--- src/rtl/jtopl_timer_ctrl_if.sv ---
// jtopl_timer_ctrl_if: CPU bus between the host and the OPL timer register front end
interface jtopl_timer_ctrl_if;
  logic       addr;
  logic [7:0] din;
  logic       cs_n;
  logic       wr_n;
  logic       rd_n;
  logic [7:0] dout;
  modport master (output addr, din, cs_n, wr_n, rd_n, input dout);
  modport slave (input addr, din, cs_n, wr_n, rd_n, output dout);
endinterface

--- src/rtl/jtopl_timer_ctrl.sv ---
// jtopl_timer_ctrl: CPU register decode, status readback and CSM key-on for the OPL timer pair
module jtopl_timer_ctrl (
  input  logic                     clk,
  input  logic                     rst_n,
  input  logic                     cenop,
  input  logic                     zero,
  jtopl_timer_ctrl_if.slave        bus,
  output logic [7:0]               value_A,
  output logic [7:0]               value_B,
  output logic                     load_A,
  output logic                     load_B,
  output logic                     clr_flag_A,
  output logic                     clr_flag_B,
  output logic                     flagen_A,
  output logic                     flagen_B,
  input  logic                     flag_A,
  input  logic                     flag_B,
  input  logic                     overflow_A,
  output logic                     csm,
  output logic                     nts,
  output logic                     csm_keyon
);
  logic [7:0] sel;
  logic       wr, wr_last, wev, irq_clr, mask_A, mask_B, ovf_d, rise;
  assign wr         = ~bus.cs_n & ~bus.wr_n;
  assign wev        = wr & ~wr_last;
  assign rise       = overflow_A & ~ovf_d;
  assign flagen_A   = ~mask_A;
  assign flagen_B   = ~mask_B;
  assign clr_flag_A = irq_clr | mask_A;
  assign clr_flag_B = irq_clr | mask_B;
  // one register update per write strobe, no matter how long the strobe is held
  always_ff @(posedge clk or negedge rst_n)
    if (!rst_n) begin
      sel     <= 8'd0;
      wr_last <= 1'b0;
      irq_clr <= 1'b0;
      value_A <= 8'd0;
      value_B <= 8'd0;
      load_A  <= 1'b0;
      load_B  <= 1'b0;
      mask_A  <= 1'b0;
      mask_B  <= 1'b0;
      csm     <= 1'b0;
      nts     <= 1'b0;
    end else begin
      wr_last <= wr;
      irq_clr <= wev & bus.addr & (sel == 8'h04) & bus.din[7];
      if (wev & ~bus.addr) sel <= bus.din;
      if (wev & bus.addr)
        case (sel)
          8'h02: value_A <= bus.din;
          8'h03: value_B <= bus.din;
          8'h04: if (!bus.din[7]) {mask_A, mask_B, load_B, load_A} <= {bus.din[6], bus.din[5], bus.din[1], bus.din[0]};
          8'h08: {csm, nts} <= bus.din[7:6];
          default: ;
        endcase
    end
  // status byte captured on every status-port read clock
  always_ff @(posedge clk or negedge rst_n)
    if (!rst_n) bus.dout <= 8'd0;
    else if (~bus.cs_n & ~bus.rd_n & ~bus.addr) bus.dout <= {flag_A | flag_B, flag_A, flag_B, 5'd0};
  // CSM key-on: set on a timer A overflow edge, held until the next sample slot
  always_ff @(posedge clk or negedge rst_n)
    if (!rst_n) begin
      ovf_d     <= 1'b0;
      csm_keyon <= 1'b0;
    end else begin
      ovf_d <= overflow_A;
      if (rise & csm & load_A) csm_keyon <= 1'b1;
      else if (cenop & zero) csm_keyon <= 1'b0;
    end
endmodule

--- src/flat_wrapper.sv ---
// flat-port wrapper written by rule: the top's interface ports become plain ports
module jtopl_timer_ctrl_flat 
  (clk, rst_n, cenop, zero, value_A, value_B, load_A, load_B, clr_flag_A, clr_flag_B, flagen_A, flagen_B, flag_A, flag_B, overflow_A, csm, nts, csm_keyon, bus_addr, bus_din, bus_cs_n, bus_wr_n, bus_rd_n, bus_dout);
  jtopl_timer_ctrl_if bus_i ();
  input  logic clk;
  input  logic rst_n;
  input  logic cenop;
  input  logic zero;
  output logic [7:0] value_A;
  output logic [7:0] value_B;
  output logic load_A;
  output logic load_B;
  output logic clr_flag_A;
  output logic clr_flag_B;
  output logic flagen_A;
  output logic flagen_B;
  input  logic flag_A;
  input  logic flag_B;
  input  logic overflow_A;
  output logic csm;
  output logic nts;
  output logic csm_keyon;
  input wire logic [$bits(bus_i.addr)-1:0] bus_addr;
  input wire logic [$bits(bus_i.din)-1:0] bus_din;
  input wire logic [$bits(bus_i.cs_n)-1:0] bus_cs_n;
  input wire logic [$bits(bus_i.wr_n)-1:0] bus_wr_n;
  input wire logic [$bits(bus_i.rd_n)-1:0] bus_rd_n;
  output wire logic [$bits(bus_i.dout)-1:0] bus_dout;
  assign bus_i.addr = bus_addr;
  assign bus_i.din = bus_din;
  assign bus_i.cs_n = bus_cs_n;
  assign bus_i.wr_n = bus_wr_n;
  assign bus_i.rd_n = bus_rd_n;
  assign bus_dout = bus_i.dout;
  jtopl_timer_ctrl u_core (.clk(clk), .rst_n(rst_n), .cenop(cenop), .zero(zero), .bus(bus_i), .value_A(value_A), .value_B(value_B), .load_A(load_A), .load_B(load_B), .clr_flag_A(clr_flag_A), .clr_flag_B(clr_flag_B), .flagen_A(flagen_A), .flagen_B(flagen_B), .flag_A(flag_A), .flag_B(flag_B), .overflow_A(overflow_A), .csm(csm), .nts(nts), .csm_keyon(csm_keyon));
endmodule
--- config.mk ---
export PLATFORM = sky130hd
export DESIGN_NAME = jtopl_timer_ctrl_flat
export DESIGN_NICKNAME = d
export VERILOG_FILES = /design/src/rtl/jtopl_timer_ctrl_if.sv /design/src/rtl/jtopl_timer_ctrl.sv /design/src/flat_wrapper.sv
export SDC_FILE = /design/constraint.sdc
export NUM_CORES = 1
export LEC_CHECK = 0
export ABC_CLOCK_PERIOD_IN_PS = 5800
export CELL_PAD_IN_SITES_DETAIL_PLACEMENT = 1
export CELL_PAD_IN_SITES_GLOBAL_PLACEMENT = 1
export CORE_MARGIN = 3
export CORE_UTILIZATION = 38
export DETAILED_ROUTE_END_ITERATION = 10
export GPL_TIMING_DRIVEN = 0
export PLACE_DENSITY = 0.84
export SYNTH_ARGS = -nofsm -noshare
export SYNTH_HDL_FRONTEND = slang
export SYNTH_SLANG_ARGS = --single-unit
--- constraint.sdc ---
create_clock -name clk -period 5.8 [get_ports clk]
set_clock_uncertainty 0.2 [all_clocks]
set_input_delay 0.87 -clock clk [delete_from_list [all_inputs] [get_ports clk]]
set_output_delay 0.87 -clock clk [all_outputs]
set_load 0.01 [all_outputs]
==> impl_results.md, run 1 <==
* Status: finished, final reports clean
* Clock sink count at 37
* DR pass1 iterations at 4
* Unrepaired setup endpoints after global routing: no
* CTS tree: done
* Mux contribution to synthesized area at 23.7%
* DR vias/cell at 4.89
* Cell Area, Synth at 1520 um2
* DRC viols at 0
* Critical path class: input port to flop
* Reg2reg start: u_core.sel[5]
* Synth cell types at 19
* IO Port Bufs at 46
* Synth warn at 0
* GR Util All Layers at between 10% and 20%
* Power per cell area at approximately 280 nW/um2
* Post-synthesis compound-gate area fraction at less than 1%
* Mapped Cells at 101
* Rel. slew slack at 40.6%
* R2R depth at 4
* Register area at 926 um2
* Crit path DAT at 2970 ps
* Post-synth EDFFs at 0
* Required @ worst endpoint at 5780 ps
* FF-to-FF setup slack at 3520 ps
* First-pass GRT wire length at 5700 um
* Clk root buf: clkbuf_8
* Setup violators final at 0
* Core area at between 3000 and 4000 um2
* Nets at approximately 180
* Total Wirelength at 3330 um
* Layout cells sized above 1 at 33.3%
* Fin. max-slew vios at 0
* Chip height at between 60 and 70 um
* CTS Buf Count at 5
* Clock transition at the registers of the reported paths at 70 ps
* Global route total overflow at 0
* Area grow syn2layout at 41.6%
* Hold Startpoint: u_core.csm_keyon
* H-Tree Depth at 2
* VDD IR max at 0.000174 V
* Max FO, Critical Path at 8
* Crit. End Element: flop
* Rows at 22
* Clk buf depth at 2
* Leading register cell type out of synthesis: dfrtp_1
* PostCTS Resize Cnt at 0
* Hold WS at 276 ps
* 1st-iter DRT viols at 31
* Register area share after synthesis at 61.0%
* XOR/XNOR Fraction of Synth Area at 0%
* Crit start category: input port
* DP HPWL at between 2000 and 3000 um
* Hold buffers post-CTS at 0
* Antenna Nets Post-Route at 0
* Die Wd at 69.2 um
* Routed via count at 1013
* Tmin final at 3000 ps
* Core Util, Final at 57.4%
* Fin. Hold Viols at 0
* Post-route setup slack at 2800 ps
* Max Cap Violations at 0
* Yosys reg bits at 37
* Avg Cell Area, Syn at 15.0 um2
* Post-CTS Setup Bufs at 0
* Worst min path class: flop to flop
* Leakage at roughly 0.001 uW
* IO Count at 52
* Fillers at between 300 and 400
* Largest net degree at the start of global routing at 38
* Initial antenna violation count at 0
* Die area at 4790 um2
* Fmax at about 0.33 GHz
* Post-DP Area at just over 2000 um2
* Initial Utilization at 40.5%
* Period Utilization, post-route at 51.6%
* R2r endpoint: u_core.value_A[7]
* Vias in the first global route at roughly 1200
* Post-Synth Adder-Cell Area at 0%
* Hold depth at 2
* Sum of negative setup slack at 0 ps
* Hold EP: u_core.csm_keyon
* Commonest cells after routing, fill and taps aside: clkdlybuf4s50_1, dfrtp_1, mux2_2, clkbuf_8
* Gpl congestion at between 0.7 and 0.8
* Main combinational cell family by area after synthesis: multiplexers
* Simple-gate share of the synthesized area at between 10 and 15%
* Commonest non-fill, non-tap cell in the layout: clkdlybuf4s50_1
* Antenna diodes at 0
* Clock latency on the worst-skew pair at 290 ps
* Routed length per placed instance at between 15 and 20 um
* Asr flop ratio synth at between 90% and 100%
* Design Area, Final at 2150 um2
* Multi-input logic area at 553 um2
* Pre-CTS setup slack at around 2500 ps
* Slew @ Worst Pin at 884 ps
[registers in the layout, indices dropped and copies added, names as in the netlist, 3 cells and up]
register / cells
u_core.sel: 8
u_core.bus.dout: 3
u_core.value_A: 8
u_core.value_B: 8
[layout make-up]
| type | instances | share of cell area, % |
|---|---|---|
| Multi-Input combinational cell | 59 | 25.7 |
| Inverter | 3 | 0.524 |
| Tap cell | 48 | 2.79 |
| Buffer | 6 | 1.98 |
| Clock buffer | 7 | 4.48 |
| Clock inverter | 1 | 0.233 |
| Sequential cell | 37 | 43.1 |
| Timing Repair Buffer | 46 | 21.2 |
[stage by stage]
stage,std cells,total power (uW)
global placement,199,402
detailed placement,199,408
finish,207,594
floorplan,105,349
CTS,207,605
global route,207,626
[cell usage after synthesis (2+ instances only)]
cell type,instances,area (um2)
or2_2,2,12.5
mux2_2,32,360
nor2_1,5,18.8
nand2_1,3,11.3
inv_1,3,11.3
dfrtp_1,37,926
buf_4,5,37.5
nor4b_1,2,17.5
nor3_1,2,10.0
[how the worst max path moves through the flow]
| stage | cells after the start | end | start |
|---|---|---|---|
| after global placement | 5 | u_core.value_A[1] | bus_cs_n |
| after floorplan | 4 | u_core.value_A[0] | bus_cs_n |
| after detailed placement | 5 | u_core.value_A[1] | bus_cs_n |
| after global routing | 5 | u_core.csm | bus_cs_n |
| final | 5 | u_core.value_A[7] | bus_cs_n |
| after CTS | 5 | u_core.value_A[7] | bus_cs_n |
[critical path: stages]
cell and delay [ps]:
clkdlybuf4s50_1 480, nor3_1 380, nand4b_2 210, nor4b_4 620
mux2_2 410
[routing by layer]
| metal | vias up | part of all wire [%] | global-route usage, % |
|---|---|---|---|
| li1 | 462 | - | - |
| met1 | 511 | 40 | 17.0 |
| met2 | 33 | 52 | 26.1 |
| met3 | 7 | 6.3 | 5.80 |
| met4 | 0 | 1.6 | 5.21 |
| met5 | - | 0 | 0 |
[power breakdown]
| group | switching (uW) | total [uW] | internal, uW |
|---|---|---|---|
| sequential | 23.1 | 307 | 284 |
| combinational | 34.6 | 94.9 | 60.3 |
| clock | 84.5 | 192 | 107 |
[cells by family (layout without fill, tap and decap cells)]
kind of cell,after synthesis,after routing
AO/OA/AOI/OAI,1,1
other,1,5
AND/OR/NAND/NOR,21,21
buffers and inverters,9,63
multiplexers,32,32
flip-flops,37,37
Note: power is estimated with default switching activity, not from simulation.
==> run 2, diff against run 1 <==
--- a/config.mk
+++ b/config.mk
@@ -5,14 +5,14 @@
 export SDC_FILE = /design/constraint.sdc
 export NUM_CORES = 1
 export LEC_CHECK = 0
-export ABC_CLOCK_PERIOD_IN_PS = 5800
+export ABC_CLOCK_PERIOD_IN_PS = 3030
 export CELL_PAD_IN_SITES_DETAIL_PLACEMENT = 1
 export CELL_PAD_IN_SITES_GLOBAL_PLACEMENT = 1
 export CORE_MARGIN = 3
-export CORE_UTILIZATION = 38
+export CORE_UTILIZATION = 35
 export DETAILED_ROUTE_END_ITERATION = 10
 export GPL_TIMING_DRIVEN = 0
-export PLACE_DENSITY = 0.84
+export PLACE_DENSITY = 0.79
 export SYNTH_ARGS = -nofsm -noshare
 export SYNTH_HDL_FRONTEND = slang
 export SYNTH_SLANG_ARGS = --single-unit
==> constraint.sdc (replaced) <==
create_clock -name clk -period 3.03 [get_ports clk]
set_clock_uncertainty 0.2 [all_clocks]
set_input_delay 0.4545 -clock clk [delete_from_list [all_inputs] [get_ports clk]]
set_output_delay 0.4545 -clock clk [all_outputs]
set_load 0.01 [all_outputs]
==> run 2 against run 1 <==
- design area fell by 0.87%
- combinational power rose by 90%
- highest routed layer unchanged
- setup slack got worse by 2300 ps
- die area rose by 7.8%
- clock power rose by 69%
- critical path depth did not move
- sequential share of layout area rose by 0.38 points
- register-to-register slack got worse by 2800 ps
- first-iteration DRC count fell by 19%
==> impl_results.md, run 2 (same netlist as run 1, synthesis figures left out) <==
* Largest registers: u_core.sel: 8 flops, u_core.value_A: 8 flops, u_core.value_B: 8 flops
* Rel. slew slack at between 40% and 50%
* Core area at ~4000 um2
* Slew @ Worst Pin at 885 ps
* Vias in the first global route at 1164
* Global route total overflow at 0
* Top cell family by delay on the critical path: simple AND/OR/NAND/NOR gates
* Gpl congestion at around 0.69
* DR vias/cell at 4.82
* IO Count at 52
* Post-CTS Setup Bufs at 0
* Hold WS at 55.7 ps
* Antenna Nets Post-Route at 0
* Clock transition at the registers of the reported paths at about 70 ps
* Crit. End Element: flop
* Hold buffers post-CTS at 0
* Pwr Total at 1090 uW
* IO Port Bufs at 46
* Largest net degree at the start of global routing at 38
* Max Cap Violations at 0
* Met2 usage at 22.9%
* Clock share of power at 29.8%
* Met1 GRT Util at 16.3%
* Die Wd at 71.9 um
* DRC viols at 0
* Bufs and invs on worst path at 1
* Clock latency on the worst-skew pair at 290 ps
* 1st-iter DRT viols at 25
* Period Utilization, post-route at a little over 80%
* Routed length per placed instance at between 15 and 20 um
* First-pass GRT wire length at 5510 um
* Worst path cell trace: clkdlybuf4s50_1 > nor3_1 > nand4b_2 > nor4b_4 > mux2_2
* Initial Utilization at between 30% and 40%
* Reg2reg start: u_core.sel[5]
* GR Util All Layers at 14.1%
* H-Tree Depth at 2
* Power per cell area at 512 nW/um2
* Max stage delay on crit path at between 600 and 700 ps
* Fin. Hold Viols at 0
* Int Pwr at 822 uW
* Layout cells sized above 1 at 31.4%
* Clock sink count at 37
* Die area at 5160 um2
* Required @ worst endpoint at 3000 ps
* R2r endpoint: u_core.value_A[6]
* Sum of negative setup slack at 0 ps
* Clk buf depth at 2
* Slowest cell on the critical path: nor4b_4
* Design Area, Final at about 2100 um2
* Placed insts at 201
* Nets at roughly 180
* Fillers at 427
* Rows at 23
* CP Depth at 5
* Reg power frac at 53.7%
* Switch share at roughly 25%
* DP HPWL at 2470 um
* Commonest cells after routing, fill and taps aside: clkdlybuf4s50_1, dfrtp_1, mux2_2
* Critical path class: input port to flop
* Status: finished, final reports clean
* Chip height at just over 70 um
* Antenna diodes at 0
* Max FO, Critical Path at 8
* Post-Layout Cell Count at 209
* Crit start category: input port
* CTS Buf Count at 5
* Tmin final at between 2000 and 3000 ps
* PostCTS Resize Cnt at 0
* Initial antenna violation count at 0
* Commonest non-fill, non-tap cell in the layout: clkdlybuf4s50_1
* Most used routing layer: met2
* FF-to-FF setup slack at 770 ps
* Total Wirelength at 3300 um
* Clk root buf: clkbuf_8
* Crit path DAT at 2480 ps
* Setup violators final at 0
* Post-DP Area at slightly above 2000 um2
* Worst min path class: input port to async pin
* Routed via count at 1007
* VDD IR max at 0.000326 V
* Unrepaired setup endpoints after global routing: no
* Fin. max-slew vios at 0
* R2R depth at 4
* Fmax at between 0.3 and 0.4 GHz
* DR pass1 iterations at 2
* Met3 usage at under 10%
* CTS tree: done
* Comb power frac at roughly 17%
* P_sw at 270 uW
* Leakage at 0.000969 uW
* Area grow syn2layout at 40.4%
run 2: cell types whose count changed in the layout (fill, tap and decap cells not counted):
cell,before,now
clkbuf_8,7,5
clkinv_2,1,0
clkbuf_1,0,3
run 2: per-layer routing:
layer | up-vias | wire [um]
met5 | - | 0
met4 | 0 | 61
met3 | 6 | 278
met2 | 39 | 1600
met1 | 501 | 1350
li1 | 461 | -
run 2: worst reg2reg max path: stages, from the launching register on:
cell	delay (ps)
dfrtp_1	410
nor4_4	310
nand4b_2	190
nor4b_4	620
mux2_2	410
run 2: cell type report:
class	count	area [um2]	area share, %
flip-flops and latches	37	926	43.5
inverters	3	11.3	0.528
well taps	50	62.6	2.94
repair buffers	46	455	21.4
multi-input cells	59	553	26.0
clock buffers	8	80.1	3.76
plain buffers	6	42.5	2.00
run 2: power groups by stage:
stage          sequential, uW  combinational [uW]  clock [uW]
2_1_floorplan             599                69.3           0
3_3_place_gp              591                 177           0
3_5_place_dp              597                 183           0
4_1_cts                   588                 183         342
5_1_grt                   593                 195         356
6_report                  587                 180         325
run 2: worst max-delay path by stage:
stage,startpoint,slack (ps),end
CTS,bus_cs_n,530,u_core.value_A[6]
floorplan,bus_cs_n,1010,u_core.value_A[0]
finish,bus_cs_n,530,u_core.value_A[6]
global route,bus_cs_n,360,u_core.value_A[7]
global placement,bus_cs_n,240,u_core.value_A[3]
detailed placement,bus_cs_n,220,u_core.value_A[4]
run 2: per-stage QoR:
stage	util, %	worst slack, ps
floorplan	-	1010
global placement	50.3	244
detailed placement	50.2	220
CTS	52.1	531
global route	52.1	355
finish	52.1	527
